==> src/rtl/guess_game_ctrl.sv <==
// Round sequencer for the LED guessing game: tick generation, round restart, score/miss/level tally.
// Optional GUESS_PAUSE_EN adds a pause input that freezes the tick divider while a round is playing.
module guess_game_ctrl #(
  parameter int CNT_W      = 24,
  parameter int BASE_DIV   = 10000000,
  parameter int DIV_STEP   = 1000000,
  parameter int NUM_LEVELS = 8,
  parameter int ROUNDS     = 5,
  parameter int HOLD_CYC   = 50000000
) (
  input  logic       clk,
  input  logic       rst,
  input  logic       start,
  input  logic [3:0] btn,
  input  logic       win,
  input  logic       lose,
`ifdef GUESS_PAUSE_EN
  input  logic       pause,
`endif
  output logic       tick,
  output logic       guess_rst,
  output logic [3:0] score,
  output logic [3:0] misses,
  output logic [2:0] level,
  output logic       busy,
  output logic       game_over
);

  localparam int HOLD_W = (HOLD_CYC > 1) ? $clog2(HOLD_CYC) : 1;

  typedef enum logic [2:0] {IDLE, PLAY, RESULT, WAIT_REL, DONE} state_t;

  state_t            state_reg;
  logic [CNT_W-1:0]  div_reg;
  logic [HOLD_W-1:0] hold_reg;
  logic [3:0]        round_reg;
  logic              skip_reg;
  logic              tick_reg;
  logic              guess_rst_reg;
  logic [3:0]        score_reg;
  logic [3:0]        misses_reg;
  logic [2:0]        level_reg;
  logic              busy_reg;
  logic              game_over_reg;

  // Terminal divider count per level; unused slots repeat the fastest level.
  logic [CNT_W-1:0] div_last [8];
  for (genvar gi = 0; gi < 8; gi++) begin : g_div
    localparam int LV = (gi < NUM_LEVELS) ? gi : NUM_LEVELS - 1;
    assign div_last[gi] = CNT_W'(BASE_DIV - 1 - LV * DIV_STEP);
  end

  logic run;
`ifdef GUESS_PAUSE_EN
  assign run = !pause;
`else
  assign run = 1'b1;
`endif

  // The guess FSM is still settling in the restart cycle and the one after it.
  logic accept;
  assign accept = !guess_rst_reg && !skip_reg;

  always_ff @(posedge clk) begin
    if (rst) begin
      state_reg     <= IDLE;
      div_reg       <= '0;
      hold_reg      <= '0;
      round_reg     <= '0;
      skip_reg      <= 1'b0;
      tick_reg      <= 1'b0;
      guess_rst_reg <= 1'b0;
      score_reg     <= '0;
      misses_reg    <= '0;
      level_reg     <= '0;
      busy_reg      <= 1'b0;
      game_over_reg <= 1'b0;
    end else begin
      tick_reg      <= 1'b0;
      guess_rst_reg <= 1'b0;
      skip_reg      <= guess_rst_reg;
      case (state_reg)
        IDLE, DONE: begin
          if (start) begin
            score_reg     <= '0;
            misses_reg    <= '0;
            level_reg     <= '0;
            round_reg     <= '0;
            div_reg       <= '0;
            guess_rst_reg <= 1'b1;
            busy_reg      <= 1'b1;
            game_over_reg <= 1'b0;
            state_reg     <= PLAY;
          end
        end
        PLAY: begin
          if (accept && (win || lose)) begin
            if (lose) begin
              if (misses_reg != 4'd15) misses_reg <= misses_reg + 4'd1;
            end else begin
              if (score_reg != 4'd15) score_reg <= score_reg + 4'd1;
              if (level_reg != 3'(NUM_LEVELS - 1)) level_reg <= level_reg + 3'd1;
            end
            round_reg <= round_reg + 4'd1;
            hold_reg  <= '0;
            state_reg <= RESULT;
          end else if (run) begin
            if (div_reg == div_last[level_reg]) begin
              div_reg  <= '0;
              tick_reg <= 1'b1;
            end else begin
              div_reg <= div_reg + 1'b1;
            end
          end
        end
        RESULT: begin
          if (hold_reg == HOLD_W'(HOLD_CYC - 1)) state_reg <= WAIT_REL;
          else hold_reg <= hold_reg + 1'b1;
        end
        WAIT_REL: begin
          if (btn == 4'b0000) begin
            if (round_reg == 4'(ROUNDS)) begin
              busy_reg      <= 1'b0;
              game_over_reg <= 1'b1;
              state_reg     <= DONE;
            end else begin
              div_reg       <= '0;
              guess_rst_reg <= 1'b1;
              state_reg     <= PLAY;
            end
          end
        end
        default: state_reg <= IDLE;
      endcase
    end
  end

  assign tick      = tick_reg;
  assign guess_rst = guess_rst_reg;
  assign score     = score_reg;
  assign misses    = misses_reg;
  assign level     = level_reg;
  assign busy      = busy_reg;
  assign game_over = game_over_reg;

endmodule

==> config.mk <==
export PLATFORM = sky130hd
export DESIGN_NAME = guess_game_ctrl
export DESIGN_NICKNAME = d
export VERILOG_FILES = /design/src/rtl/guess_game_ctrl.sv
export SDC_FILE = /design/constraint.sdc
export NUM_CORES = 1
export LEC_CHECK = 0
export CORE_ASPECT_RATIO = 0.8
export CORE_UTILIZATION = 60
export CTS_CLUSTER_DIAMETER = 120
export DETAILED_ROUTE_END_ITERATION = 8
export HOLD_SLACK_MARGIN = 0.06
export PLACE_DENSITY_LB_ADDON = 0.2
export SETUP_SLACK_MARGIN = 0.02
export SLEW_MARGIN = 20
export SYNTH_ARGS = -nofsm -noshare
export SYNTH_HDL_FRONTEND = slang
export SYNTH_SLANG_ARGS = --single-unit
==> constraint.sdc <==
create_clock -name clk -period 4.4 [get_ports clk]
set_clock_uncertainty 0.2 [all_clocks]
set_input_delay 0.66 -clock clk [delete_from_list [all_inputs] [get_ports clk]]
set_output_delay 0.66 -clock clk [all_outputs]
set_load 0.02 [all_outputs]
* Yosys cells after proc, flatten, opt, wreduce, memory -nomap -nowiden
Memories as Yosys holds them, arrays and structs flattened.
Cells that the tools add are included.
** Cells by class
- Bitwise gates (word level) :: 2
- $add $sub $neg :: 6
- Muxes and demuxes :: 46
- $lt $le $gt $ge :: 1
- Reductions and logical operators :: 21
- Equality and inequality tests :: 23
** Operators by type and width (number)
- 2-to-1 mux 24 bit :: 7
- one-hot mux 24 bit (3 select lines) :: 1
- 2-to-1 mux 26 bit :: 2
- one-hot mux 26 bit (2 select lines) :: 1
- 2-to-1 mux 4 bit :: 8
- 2-to-1 mux 3 bit :: 9
- adder 26 x 1 -> 26 bit (second input constant) :: 1
- == test 26 bit (second input constant) :: 1
- != test 2 bit (second input constant) :: 13
- adder 24 x 1 -> 24 bit (second input constant) :: 1
- == test 24 bit :: 1
- one-hot mux 4 bit (2 select lines) :: 3
- AND reduction 5 bit :: 4
- adder 4 x 1 -> 4 bit (second input constant) :: 3
- one-hot mux 3 bit (4 select lines) :: 1
- 2-to-1 mux 1 bit :: 10
- != test 4 bit (second input constant) :: 2
- AND reduction 4 bit :: 2
- == test 3 x 2 -> 1 bit (second input constant) :: 2
- one-hot mux 1 bit (2 select lines) :: 3
- one-hot mux 3 bit (2 select lines) :: 1
- AND reduction 3 bit :: 2
- nonzero test 2 bit :: 3
- == test 4 x 3 -> 1 bit (second input constant) :: 1
- other kinds (15) :: 17
** Word-level totals
- ROM bits :: 192
- Logic and storage cells :: 112
- Memories :: 1
- Flip-flop bits (word level) :: 73
- Bits of input ports :: 9
- Output and inout port bits :: 15
** Memories
- (no name shown) :: depth 8, width 24, read ports 1, clocked after Yosys merged registers in 0, wr ports 0, line 108 : if (div_reg == div_last[level_reg]) begin

* Logic depth before layout (Yosys ltp)
- Depth after elaboration :: 8
- Depth in mapped cells :: 10
- Gate-level depth less buffers :: 8

* Worst setup path after synthesis
No wires, ideal clock.
- Path kind :: reg2reg
- Start point :: register level_reg[0] (netlist: level[0])
- End point :: register div_reg[16]
- Path slack :: 1.630 ns
- Path buffers :: 0
- Required time :: 4.068 ns
- Library setup time :: 0.132 ns
- Clock period less this slack :: 2.770 ns
- Cell stages (with the launch flop) :: 9
- Data arrival time :: 2.438 ns
- Path through :: dfxtp_1 -> inv_1 -> ha_1 -> nor2b_1 -> o21a_1 -> nor4b_2 -> nand4b_1 -> o211ai_2 -> o211ai_1
** Between the ends
- Cells in the longest elaborated chain, start to end :: 8
** RTL lines
- from (decl) :: line 42 : logic [2:0] level_reg;
- from (signal assigned) :: line 102 : if (level_reg != 3'(NUM_LEVELS - 1)) level_reg <= level_reg + 3'd1;
- NOT 3 -> 4 bit (implied by the code) :: line 108
- memory (8 x 24 bit)
- 2-to-1 mux 24 bit (implied by the code) (2 in a row) :: line 108
- == test 24 bit :: line 108
- 2-to-1 mux 24 bit :: line 108
- 2-to-1 mux 24 bit :: line 97 : if (accept && (win || lose)) begin
- one-hot mux 24 bit (3 select lines) :: line 82 : case (state_reg)
- to (signal assigned) :: line 112 : div_reg <= div_reg + 1'b1;
- to (decl) :: line 34 : logic [CNT_W-1:0] div_reg;
No other way between the ends. The select of a mux whose other input is x is not followed.
A chain may end at the register's enable or synchronous reset.

* Worst setup path after layout
- Start point :: register level_reg[0] (netlist: level[0])
- End point :: register div_reg[20]
Same word-level chain as after synthesis.

==> run summary <==
The number of hold violations in the final report is 0. The vertical die dimension is 76.0 µm. The number of vias per cell after detailed routing came out at 6.35. The average wire per standard cell is 16.0 µm. The number of instances on the worst hold path came out at 2. The filler cells instantiated in the layout total 560.

Walking the worst path, the cells encountered are inv_1 -> ha_1 -> nor2b_1 -> o21a_1 -> nor4b_2 -> nand4b_1 -> o211ai_2 -> o211ai_1. The first global-routing pass estimated 16.1 mm of wire. Setup repair after global routing left no endpoint under its margin. The number of antenna violations at the first check in global routing came out at 0. The worst-path cell with the longest stage delay is dfxtp_1. The part of the cycle the worst path needs came out at 71.3%. The leakage power figure is 1.49 nW.

The internal reg-to-reg setup slack came out at 1.26 ns. The least setup slack across all paths after layout is 1.26 ns. The count of pins on the block boundary is 24. The maximum net fanout on the critical path came out at 10. For this block, the routed nets add up to 9.65 mm of wire. The count of unresolved DRC violations after routing came out at 0. The total CTS buffers came out at 9.

For this run, the number of Yosys warnings is 0. The register with the most flip-flops in the layout has 26 of them. After global routing the overflow that remains totals 0. Setup violations remaining at the end of the flow were counted as 0. The post-route cell area came out at 4510 µm². The worst endpoint data arrival time is 3.16 ns. The number of nets still failing antenna checks after routing is 0.

The path with the worst hold slack has its endpoint at game_over. Prior to clock tree synthesis, the placed netlist has a worst setup slack of 1.32 ns. The nature of the critical path startpoint is a flip-flop. The max-slew headroom at the worst pin came out at 50.6%.

The worst supply voltage drop on vdd is 195 µV. The fmax came out at 319 MHz. The number of DRC markers in iteration 0 came out at 268. TritonCTS built the clock tree. After clock tree synthesis, the repair step resized 0 gates. The tree is rooted in a clkbuf_8. The summed negative setup slack over all endpoints is 0 ns. For this run, the register share of the synthesized area comes to 35.6%.

The number of placement rows is 26. Counting flops with an async set or reset pin after synthesis yields a share of 0%. The count of pins over their slew limit is 0.

The half-perimeter wire length after detailed placement came out at 6.79 mm. At the end of the flow the core is filled with cells to 69.3%. The CTS clock-pin slew for the worst setup and hold paths is 0.08 ns. The critical path capture point type is a flip-flop. The flow ran to the end, and the final reports show no timing, DRC or antenna violations. The initial cell density of the core came out at 63.0%. The origin of the critical flop-to-flop path is level[0]. The synthesized cell area is 4100 µm².

Routability-driven placement finished with a final weighted congestion of 0.870. Among all flip-flop cells after synthesis, the most frequent one is dfxtp_1. The count of buffers added by post-CTS timing repair for setup came out at 0. The number of cells after detailed placement is 588. The number of diodes is 0.

The delay of the slowest cell on the worst path came out at 0.55 ns. The synthesized netlist net count came out at 524. The flip-flop and latch count after synthesis came out at 73. The clock reaches the later pin of the worst-skew pair after 0.35 ns.

The longest clock path from root to sink contains 2 buffers. The count of placed standard cells in the final layout, fillers left out came out at 604. The die covers 7170 µm². Buffers inserted to repair hold after CTS numbered 0.

The worst reg2reg path depth is 8. The number of optimization iterations in the first detailed-route pass is 5. The share of post-route cells with drive strength above 1 is 6.35%. The placed standard-cell area came out at 4330 µm². The number of global-route vias before repair is 3446. CTS saw 73 sinks. From synthesis to final layout, the design area changed by 9.85%.

The average cell area after synthesis came out at 8.19 µm². The minimum clock period after layout came out at 3.14 ns. CTS built an H-tree with a depth of 3.

The x dimension of the die is 94.4 µm. The number of enable flip-flop cells after synthesis came out at 0. The count of buffers added on input and output ports is 23.

The setup path with the least slack is of type reg2reg. The completed layout was analyzed and its total power is 1.33 mW. The tightest hold path in the finished design has a slack of 0.272 ns.

The max-cap violation count came out at 0. Global routing consumed, over all layers together, 28.5% of the routing resources. The total vias in the final route came out at 3833. The number of different library cells in the post-synthesis netlist came out at 61. The cell count after synthesis is 501.

Power spread over the standard cell area amounts to 295 nW/µm². The launch instance of the worst min-delay path is game_over. At the worst endpoint, the required time is 4.43 ns. The total core area came out at 6510 µm². In this run the critical register-to-register path is captured at div_reg[20]. The net count of the finished layout is 538. The largest net degree at the start of global routing came out at 50.

The path category of the worst min-delay check is reg2reg. For the pin with the worst max-slew slack, the measured transition is 0.735 ns.
[kinds of logic (layout without fill, tap and decap cells)]
| logic type | after synthesis | count (layout) | synth area share (%) |
|---|---|---|---|
| adders and majority gates | 14 | 14 | 4.27 |
| AOI/OAI and AO/OA | 113 | 113 | 17.6 |
| DFF | 73 | 73 | 35.6 |
| xor gates and xnor gates | 29 | 29 | 6.19 |
| buffers and inverters | 35 | 54 | 4.30 |
| muxes | 5 | 5 | 1.28 |
| and+or+nand+nor | 232 | 232 | 30.7 |
[per-layer routing]
layer | vias up | share of wire [%] | GRT usage (%)
li1 | 1869 | - | -
met1 | 1826 | 47 | 39.9
met2 | 124 | 45 | 43.3
met3 | 14 | 6.5 | 6.73
met4 | 0 | 1.1 | 8.15
met5 | - | 0 | 0
[how the worst max path moves through the flow]
stage,startpoint,depth (start not counted),to,slack [ns]
after detailed placement,btn[1],7,div_reg[12],1.32
after floorplan,level[0],8,div_reg[16],1.63
after global placement,lose,8,hold_reg[18],1.33
after global routing,level[0],8,div_reg[14],1.13
after CTS,level[0],8,div_reg[20],1.31
final,level[0],8,div_reg[20],1.26
[worst max-delay path: cells and delay by family (launching register included)]
family,cells,cell delay (ns)
AOI/OAI and AO/OA,3,0.77
adders and majority gates,1,0.39
buffers and inverters,1,0.17
DFF,1,0.55
and+or+nand+nor,3,0.95
[Yosys cell counts (4+ instances only)]
library cell / number / area share, %
a21oi_1: 47 / 5.7
a31oi_1: 4 / 0.61
and2_1: 7 / 1.1
and3_1: 11 / 1.7
buf_2: 6 / 0.73
buf_6: 5 / 1.4
clkbuf_1: 12 / 1.1
dfxtp_1: 73 / 36
ha_1: 14 / 4.3
inv_1: 9 / 0.82
nand2_1: 54 / 4.9
nand3_1: 27 / 3.3
nand4_1: 21 / 3.2
nand4b_1: 4 / 0.85
nor2_1: 35 / 3.2
nor2b_1: 5 / 0.76
nor3_1: 17 / 2.1
nor4_1: 8 / 1.2
o2111ai_1: 6 / 1.3
o211ai_1: 6 / 1.1
o21ai_0: 5 / 0.61
o21ai_1: 11 / 1.3
o31ai_1: 14 / 2.6
or3_1: 10 / 1.5
or4_1: 16 / 2.9
xnor2_1: 10 / 2.1
xor2_1: 19 / 4.1
[power by group]
part	internal [mW]	total [mW]	switching [mW]
Combinational	0.0516	0.166	0.115
Clock	0.233	0.475	0.242
Sequential	0.670	0.686	0.0162
[cells in the final DEF, fill, tap and decap left out, drive strengths merged, types with 3 or more instances in the layout]
cell           instances
nand4b                 4
a31oi                  5
dfxtp                 73
o31ai                 14
mux2i                  3
nor4                   9
a21oi                 47
xnor2                 10
buf                    4
ha                    14
o21ai                 16
nand2b                 3
o211ai                 8
nand3                 28
inv                   11
nor3                  18
clkbuf                13
and3                  11
and2                   7
clkinv                 3
clkdlybuf4s50         23
nand2                 55
o21a                   4
xor2                  19
or3                   11
nor2b                  5
nand4                 21
or4                   16
nor2                  35
o2111ai                6
[layout make-up]
class	instances	area, µm²	area share (%)
clock buffer	13	159	3.53
sequential	73	1460	32.4
multi-input combinational	393	2460	54.7
tap	84	105	2.33
timing repair buffer	27	260	5.78
clock inverter	3	15.0	0.333
inverter	11	41.3	0.916
No activity file was read; power rests on OpenSTA's default activity.
